--- config.mk ---
export PLATFORM = sky130hd
export DESIGN_NAME = dfio_rx_buffer
export DESIGN_NICKNAME = d
export VERILOG_FILES = /design/src/rtl/dfio_pkg.sv /design/src/rtl/dfio_rx_mem.sv /design/src/rtl/dfio_rx_buffer.sv
export SDC_FILE = /design/constraint.sdc
export NUM_CORES = 1
export LEC_CHECK = 0
export BUFFER_PORTS_ARGS = -buffer_cell sky130_fd_sc_hd__buf_2
export CELL_PAD_IN_SITES_DETAIL_PLACEMENT = 1
export CELL_PAD_IN_SITES_GLOBAL_PLACEMENT = 1
export CORE_UTILIZATION = 53
export DETAILED_ROUTE_END_ITERATION = 16
export PLACE_DENSITY_LB_ADDON = 0.1
export SYNTH_ARGS = -nofsm -noshare
export SYNTH_HDL_FRONTEND = slang
export SYNTH_SLANG_ARGS = --single-unit
--- constraint.sdc ---
create_clock -name clk -period 6.05 [get_ports clk]
set_clock_uncertainty 0.1 [all_clocks]
set_input_delay 1.5125 -clock clk [delete_from_list [all_inputs] [get_ports clk]]
set_output_delay 1.5125 -clock clk [all_outputs]
set_load 0.03 [all_outputs]
--- src/rtl/dfio_pkg.sv ---
// Shared dfio word definitions, common to the dfio source and receive buffer.
package dfio_pkg;
  localparam int DFIO_W = 32;
  typedef logic [DFIO_W-1:0] dfio_word_t;
endpackage

--- src/rtl/dfio_rx_mem.sv ---
// Storage array for the dfio receive FIFO: one synchronous write port, one async read port.
// Storage is deliberately unreset; validity is tracked by the pointers in the top.
import dfio_pkg::*;

module dfio_rx_mem #(
  parameter int DEPTH = 8,
  localparam int AW = $clog2(DEPTH)
) (
  input  logic          clk,
  input  logic          we,
  input  logic [AW-1:0] waddr,
  input  dfio_word_t    wdata,
  input  logic [AW-1:0] raddr,
  output dfio_word_t    rdata
);

  dfio_word_t mem [DEPTH];

  always_ff @(posedge clk) begin
    if (we) mem[waddr] <= wdata;
  end

  assign rdata = mem[raddr];

endmodule

--- src/rtl/dfio_rx_buffer.sv ---
// Receive-side FWFT FIFO for dfio words with valid/ready output and sticky overflow flag.
// Optional DFIO_RX_OVF_CNT_EN adds a saturating 16-bit dropped-word counter on ovf_cnt.
import dfio_pkg::*;

module dfio_rx_buffer #(
  parameter int DEPTH = 8,
  localparam int AW = $clog2(DEPTH)
) (
  input  logic        clk,
  input  logic        rst,
  input  logic        enable,
  input  dfio_word_t  din,
  output dfio_word_t  dout,
  output logic        dout_valid,
  input  logic        dout_ready,
  output logic [AW:0] level,
  output logic        full,
  output logic        empty,
  output logic        overflow,
`ifdef DFIO_RX_OVF_CNT_EN
  output logic [15:0] ovf_cnt,
`endif
  input  logic        clr_ovf
);

  logic [AW:0] wr_ptr;
  logic [AW:0] rd_ptr;
  logic        push;
  logic        pop;
  logic        drop;

  // Extra pointer MSB separates full from empty when the low bits match.
  assign empty      = (wr_ptr == rd_ptr);
  assign full       = (wr_ptr[AW] != rd_ptr[AW]) && (wr_ptr[AW-1:0] == rd_ptr[AW-1:0]);
  assign level      = wr_ptr - rd_ptr;
  assign dout_valid = ~empty;

  assign pop  = dout_valid & dout_ready;
  assign push = enable & (~full | pop);
  assign drop = enable & full & ~pop;

  dfio_rx_mem #(.DEPTH(DEPTH)) u_mem (
    .clk   (clk),
    .we    (push),
    .waddr (wr_ptr[AW-1:0]),
    .wdata (din),
    .raddr (rd_ptr[AW-1:0]),
    .rdata (dout)
  );

  always_ff @(posedge clk) begin
    if (rst) begin
      wr_ptr   <= '0;
      rd_ptr   <= '0;
      overflow <= 1'b0;
    end else begin
      if (push) wr_ptr <= wr_ptr + 1'b1;
      if (pop)  rd_ptr <= rd_ptr + 1'b1;
      // A drop in the same cycle as clr_ovf keeps the flag set.
      if (drop)         overflow <= 1'b1;
      else if (clr_ovf) overflow <= 1'b0;
    end
  end

`ifdef DFIO_RX_OVF_CNT_EN
  always_ff @(posedge clk) begin
    if (rst) begin
      ovf_cnt <= '0;
    end else if (clr_ovf) begin
      ovf_cnt <= drop ? 16'd1 : 16'd0;
    end else if (drop && ovf_cnt != 16'hFFFF) begin
      ovf_cnt <= ovf_cnt + 16'd1;
    end
  end
`endif

endmodule

* Word level (Yosys, flattened, before mapping)
Memories as Yosys holds them, arrays and structs flattened. A register that Yosys moved wholly into a read port is not among the register bits.
Cells that the tools add are included.
** Storage, ports and cells
- Word-level logic and storage cells :: 26
- Input bits :: 37
- Bits in registers :: 9
- Memories kept :: 1
- RAM bits :: 256
- Output and inout port bits :: 40
** Cells by class
- Multiplexer cells :: 6
- Add/subtract/negate cells :: 3
- Reduce and logical (&&, ||, !) cells :: 2
- Equality and inequality tests :: 3
- Bitwise gates (word level) :: 8
** Memory list
- u_mem.mem :: depth 8, width 32, rd ports 1, clocked after memory_dff 1, wr ports 1, line dfio_rx_mem.sv:17 : dfio_word_t mem [DEPTH];
** Operators by type and width (count)
- $add 4x1->4 const B :: 2
- $mux 3 :: 2
- $and 1x1->1 :: 4
- $eq 4x4->1 :: 1
- $mux 1 :: 4
- $sub 4x4->4 :: 1
- $eq 3x3->1 :: 1
- $not 1->1 :: 3
- $reduce_bool 2->1 :: 1
- $logic_and 1x1->1 :: 1
- $ne 1x1->1 :: 1
- $or 1x1->1 :: 1

* Longest topological paths before layout
Gate-level depths: netlist (run 1).
- Depth after elaboration :: 7
- Gate-level depth with buffers :: 7
- Gate-level depth less buffers :: 7

* Cells and area by module
Synthesis (run 1) repeated with hierarchy kept, for this count alone.
** Second synthesis, totals
- Cells, all modules :: 448
- Area, all modules :: 10400.0 um^2
** By module, submodules not included
- dfio_rx_mem :: area each 9825.7 um^2, cells an instance 383, seq. area each 7687.4 um^2, times used 1
- dfio_rx_buffer :: area each 574.3 um^2, cells an instance 65, seq. area each 180.2 um^2, times used 1

* Least setup slack after synthesis (run 1)
No wires, ideal clock.
- Kind :: input to register
- From :: in enable
- To :: mem u_mem.mem[4][0] in the netlist's numbering, enable pin
- Required time :: 5.448 ns
- Buffers on the path :: 0
- Stages on the path :: 2
- Library setup time :: 0.502 ns
- Slack :: 0.771 ns
- Arrival :: 4.678 ns
- Path through :: nand2_1 > nor4_1
** Between the ends
- Longest elaborated chain between the ends :: 3
** RTL lines
- from (decl) :: line dfio_rx_buffer.sv:11 : input logic enable,
- $and 1x1->1 :: line dfio_rx_buffer.sv:39 : assign push = enable & (~full | pop);
- $mux 1 :: line dfio_rx_mem.sv:20 : if (we) mem[waddr] <= wdata;
- $mux 1 (not written as such) :: line dfio_rx_mem.sv:20
- to (decl) :: line dfio_rx_mem.sv:17
No other way between the ends.

==> flow_metrics.tcl, run 1 <==
set metrics [dict create \
    status "finished clean" \
    clock_sinks 268 \
    fmax_ghz 0.217 \
    ys_ff_latch 268 \
    post-route-drc-count 0 \
    vias 4818 \
    hpwlAfterDp_microns 11400 \
    wirelength_microns 20200 \
    final-setup-viol-count 0 \
    yosysUniqueCellTypes 32 \
    grt_usage_pct 20.9 \
    cts_resized 0 \
    fin_util_pct 62.1 \
    p_leak_nw 3.98 \
    drtIter0Drc 308 \
    ant_nets 0 \
    core-area_sq_um 19400 \
    clkLatencyLatePin_ns 0.52 \
    grt_pass1_wl_microns 30600 \
    fin_crit_sh_pct 76.0 \
    design.portCount 77 \
    die_w_microns 143 \
    tns_ns 0 \
    worst_pin_slew_ns 1.04 \
    slew_headroom_pct 30.8 \
    path_class "flip-flop to primary output" \
    cts_buffers 27 \
    synth_nets 494 \
    hp-class "flip-flop to flip-flop" \
    syn_avg_cell_area_sq_um 23.2 \
    place_congestion 0.751 \
    drt_first_pass_iters 4 \
    ys_warn_count 0 \
    hold_buffers 0 \
    netlist_area_sq_um 10500 \
    hold_viol_final 0 \
    finalMaxSlewViolations 0 \
    grt_antenna_before_repair 0 \
    grt_setup_unrepaired "no" \
    startpoint_type "flip-flop" \
    vias_per_cell 5.77 \
    grt_max_degree 44 \
    ctsRootBufferMaster "clkbuf_16" \
    grt_pass1_vias 5276 \
    arrival_ns 2.99 \
    syn_inst 451 \
    peakVddDrop_uv 280 \
    fillCellCount 1651 \
    cap_viol_max_count 0 \
    cp_max_fo 43 \
    clkTransAtPathRegs_ns 0.06 \
    rows 51 \
    cts_tree "yes" \
    die_area_sq_um 20300 \
    die_y_microns 143 \
    crit_required_ns 4.44 \
    area_growth_pct 15.0 \
    post-cts-setup-buffers 0 \
    clockBufferDepth 3 \
    grt.overflow.total 0 \
    endpoint_kind "primary output" \
    cts_max_level 1 \
    portBuffers 76 \
    wl_per_cell_microns 24.2 \
    start_util_pct 54.0 \
    nets 591 \
    p_per_area_nw_per_um2 363 \
    fin_crit_ns 4.60 \
    ys_seq_area_share_pct 75.7 \
    whs_ns 0.471 \
    drive_gt1_share_pct 34.4 \
]
routing by layer:
layer | global-route usage, % | routed length, microns | vias up
met5 | 0 | 0 | -
met4 | 5.55 | 274 | 0
met3 | 3.43 | 810 | 25
met2 | 36.6 | 10600 | 107
met1 | 27.3 | 8530 | 2565
li1 | - | - | 2121
cell type report:
class	count	area, sq um	share of cell area (%)
Clock inverter	15	134	1.11
Timing Repair Buffer	87	463	3.84
Tap cell	265	332	2.75
Clock buffer	35	706	5.86
Multi-Input combinational cell	155	2440	20.3
Antenna cell	1	2.50	0.0208
Inverter	9	33.8	0.280
Sequential cell	268	7930	65.9
cells in the mapped netlist, drive strengths merged:
cell | instances | area share, %
edfxtp | 256 | 73
mux4 | 64 | 15
mux2 | 32 | 3.4
buf | 17 | 1.1
dfxtp | 12 | 2.3
nor2 | 12 | 0.43
inv | 9 | 0.32
a21oi | 6 | 0.29
xnor2 | 6 | 0.68
ha | 5 | 0.60
nand3 | 5 | 0.24
nor3 | 5 | 0.35
nand2 | 3 | 0.11
o21ai | 3 | 0.14
clkbuf | 2 | 0.072
o31ai | 2 | 0.41
or3 | 2 | 0.12
xor2 | 2 | 0.17
a21o | 1 | 0.072
and3 | 1 | 0.060
fa | 1 | 0.19
mux2i | 1 | 0.096
nand4 | 1 | 0.060
nor2b | 1 | 0.060
nor4 | 1 | 0.060
o211ai | 1 | 0.072
kinds of logic after synthesis:
family,count (synthesis),share of synthesized area (%)
xor+xnor,8,0.848
compound gates,13,0.979
buf+inv,28,1.52
fa+ha+maj,6,0.788
simple gates,31,1.48
flops,268,75.7
mux,97,18.7
critical path, stage by stage (launching register included):
cell	delay (ns)
dfxtp_4	0.85
buf_4	0.49
mux4_1	0.62
mux2_2	0.27
buf_2	0.18
sequential cells by signal, summed over array words and instances (netlist names), named ones only:
| name | flops |
|---|---|
| rd_ptr | 4 |
| u_mem.mem | 256 |
| overflow | 1 |
| wr_ptr | 4 |
cells in the final DEF (no fill, tap or decap), types with 8 or more instances in the layout:
master	count
clkbuf_16	27
mux4_2	24
dfxtp_1	9
inv_1	9
edfxtp_1	256
buf_2	76
mux2_2	32
clkbuf_1	8
mux4_1	40
nor2_1	9
buf_4	11
where the power goes:
group	leakage [nW]	total (W)	internal, W	switching (W)
sequential	2.42	0.00215	0.00209	0.0000691
combinational	1.14	0.000638	0.000287	0.000351
clock	0.415	0.00158	0.000912	0.000666
total	3.98	0.00437	0.00328	0.00109
per-stage QoR:
step | std cells | instance area, sq um | setup WS (ns) | power, W
final | 835 | 12000 | 1.45 | 0.00437
after global routing | 834 | 12000 | 1.27 | 0.00452
after CTS | 834 | 12000 | 1.36 | 0.00442
after detailed placement | 784 | 11200 | 1.92 | 0.00285
after global placement | 784 | 11200 | 1.94 | 0.00282
after floorplan | 451 | 10500 | 0.771 | 0.00268
final timing paths:
| check | from | cells after the start | slack, ns | to |
|---|---|---|---|---|
| hold reg to reg | wr_ptr[2]$_SDFFE_PP0P_ | 2 | 0.47 | wr_ptr[2]$_SDFFE_PP0P_ |
| hold / removal | wr_ptr[2]$_SDFFE_PP0P_ | 2 | 0.47 | wr_ptr[2]$_SDFFE_PP0P_ |
| setup / recovery | flip-flop | 4 | 1.45 | dout[5] |
| setup reg to reg | wr_ptr[1]$_SDFFE_PP0P_ | 5 | 2.92 | u_mem.mem[4][24]$_DFFE_PP_ |
Note: power is estimated with default switching activity, not from simulation.
==> run 2, diff against run 1 <==
- CORE_UTILIZATION: 53 -> 48
- clock period: 6.05 -> 4.14 ns (I/O delays scaled with it)
==> run 2 against run 1 <==
  * Total power up 52%
  * Non-clock buffer count is 8 higher
  * Design area is 2.1% higher
  * Final cell count rose by 2.3%
  * Wire length grew 1.5%
  * Register-to-register slack worse by 1.9 ns
  * Critical endpoint is now dout[30]
  * Largest cell class unchanged
  * Highest routed layer unchanged
==> flow_metrics.tcl, run 2 (synthesis results as in run 1) <==
set metrics [dict create \
    startpoint_type "flip-flop" \
    slowest_stage "dfxtp_4" \
    cts_tree "yes" \
    clkTransAtPathRegs_ns 0.06 \
    drt_first_pass_iters 4 \
    design.portCount 77 \
    grt_pass1_vias 5159 \
    setup_ws_ns 0.391 \
    hpwlAfterDp_microns 11900 \
    portBuffers 76 \
    die_y_microns 150 \
    grt.overflow.total 0 \
    core-area_sq_um 21200 \
    drtIter0Drc 288 \
    largest_register_ff_count 256 \
    worstHoldStart "rd_ptr[1]$_SDFFE_PP0N_" \
    cp_max_fo 30 \
    cts_buffers 28 \
    placed_area_sq_um 11400 \
    finalMaxSlewViolations 0 \
    fmax_ghz 0.267 \
    pre_cts_slack_ns 0.880 \
    final_common_cell "edfxtp_1" \
    crit_chain "buf_4 -> mux4_1 -> mux2_2 -> buf_2" \
    wl_per_cell_microns 24.0 \
    post-route-drc-count 0 \
    rows 53 \
    fin_crit_ns 3.75 \
    ant_nets 0 \
    whs_ns 0.487 \
    start_util_pct 49.4 \
    die_area_sq_um 22400 \
    endpoint_kind "primary output" \
    p_per_area_nw_per_um2 539 \
    hold_buffers 0 \
    worst_pin_slew_ns 0.654 \
    cap_viol_max_count 0 \
    place_congestion 0.709 \
    regMostFlops "u_mem.mem" \
    arrival_ns 2.61 \
    status "finished clean" \
    cp.buffers_inverters 2 \
    nets 600 \
    final_cell_mix "edfxtp_1, buf_2, mux4_1" \
    die_w_microns 150 \
    n_antenna_cell 0 \
    drive_gt1_share_pct 36.4 \
    crit_required_ns 3.00 \
    clock_sinks 268 \
    clkLatencyLatePin_ns 0.52 \
    area_growth_pct 17.4 \
    vias_per_cell 5.64 \
    fin_util_pct 58.0 \
    cp_top_family "multiplexers" \
    hold_viol_final 0 \
    slew_headroom_pct 56.2 \
    vias 4815 \
    wirelength_microns 20500 \
    cts_max_level 1 \
    cts_resized 0 \
    grt_setup_unrepaired "no" \
    grt_pass1_wl_microns 30700 \
    reg.largest.list "u_mem.mem: 256 flops, rd_ptr: 4 flops, wr_ptr: 4 flops" \
    path_class "flip-flop to primary output" \
    tns_ns 0 \
    p_leak_nw 4.09 \
    fin_crit_sh_pct 90.6 \
    critPathMaxStageDelay_ns 0.71 \
    post-cts-setup-buffers 0 \
    ctsRootBufferMaster "clkbuf_16" \
    grt_antenna_before_repair 0 \
    peakVddDrop_uv 350 \
    timing.rr.start "wr_ptr[1]$_SDFFE_PP0P_" \
    clockBufferDepth 3 \
    hp-class "flip-flop to flip-flop" \
    fin_area_sq_um 12300 \
    final-setup-viol-count 0 \
    grt_usage_pct 18.9 \
    grt_max_degree 31 \
]
==> run 2: cell count changes in the layout (fill, tap and decap cells not counted), moves of 2 or more <==
cell and delta:
clkbuf_16 +2, buf_4 +2, clkinv_2 +3, buf_12 +6, clkbuf_1 -4, bufinv_16 +2
==> run 2: metal layers <==
metal	wire length, microns	GRT usage, %	up-vias
met4	340	4.80	0
met3	992	3.08	28
li1	-	-	2138
met2	10400	32.5	118
met1	8770	25.1	2531
met5	0	0	-
==> run 2: power breakdown <==
group	switching, W	internal [W]	total, W	leakage (nW)
combinational	0.000545	0.000443	0.000988	1.20
sequential	0.0000802	0.00305	0.00313	2.42
clock	0.000991	0.00153	0.00252	0.467
==> run 2: area by class of cell <==
| cell class | count | area (sq um) |
|---|---|---|
| multi-input cells | 155 | 2450 |
| well taps | 275 | 344 |
| clock buffers | 33 | 741 |
| clock inverters | 19 | 201 |
| inverters | 9 | 33.8 |
| flip-flops and latches | 268 | 7930 |
| fillers | 1831 | 8920 |
| repair buffers | 95 | 598 |
==> run 2: worst reg2reg max path, stage by stage (launching register included) <==
cell	delay, ns
dfxtp_1	0.63
ha_1	0.36
nand3_1	0.39
o31ai_4	0.18
nor3_2	0.55
buf_4	0.52
==> run 2: path summary, 6_finish.rpt <==
path                          endpoint  slack [ns]  depth (start not counted)
max reg2reg  u_mem.mem[6][6]$_DFFE_PP_        1.03                          5
max                           dout[30]        0.39                          4
min reg2reg                  flip-flop        0.49                          2
min                          flip-flop        0.49                          2
==> run 2: metrics by stage <==
stage	power, W	cells
floorplan	0.00391	451
CTS	0.00671	854
finish	0.00663	854
global placement	0.00417	802
global route	0.00685	854
detailed placement	0.00419	802
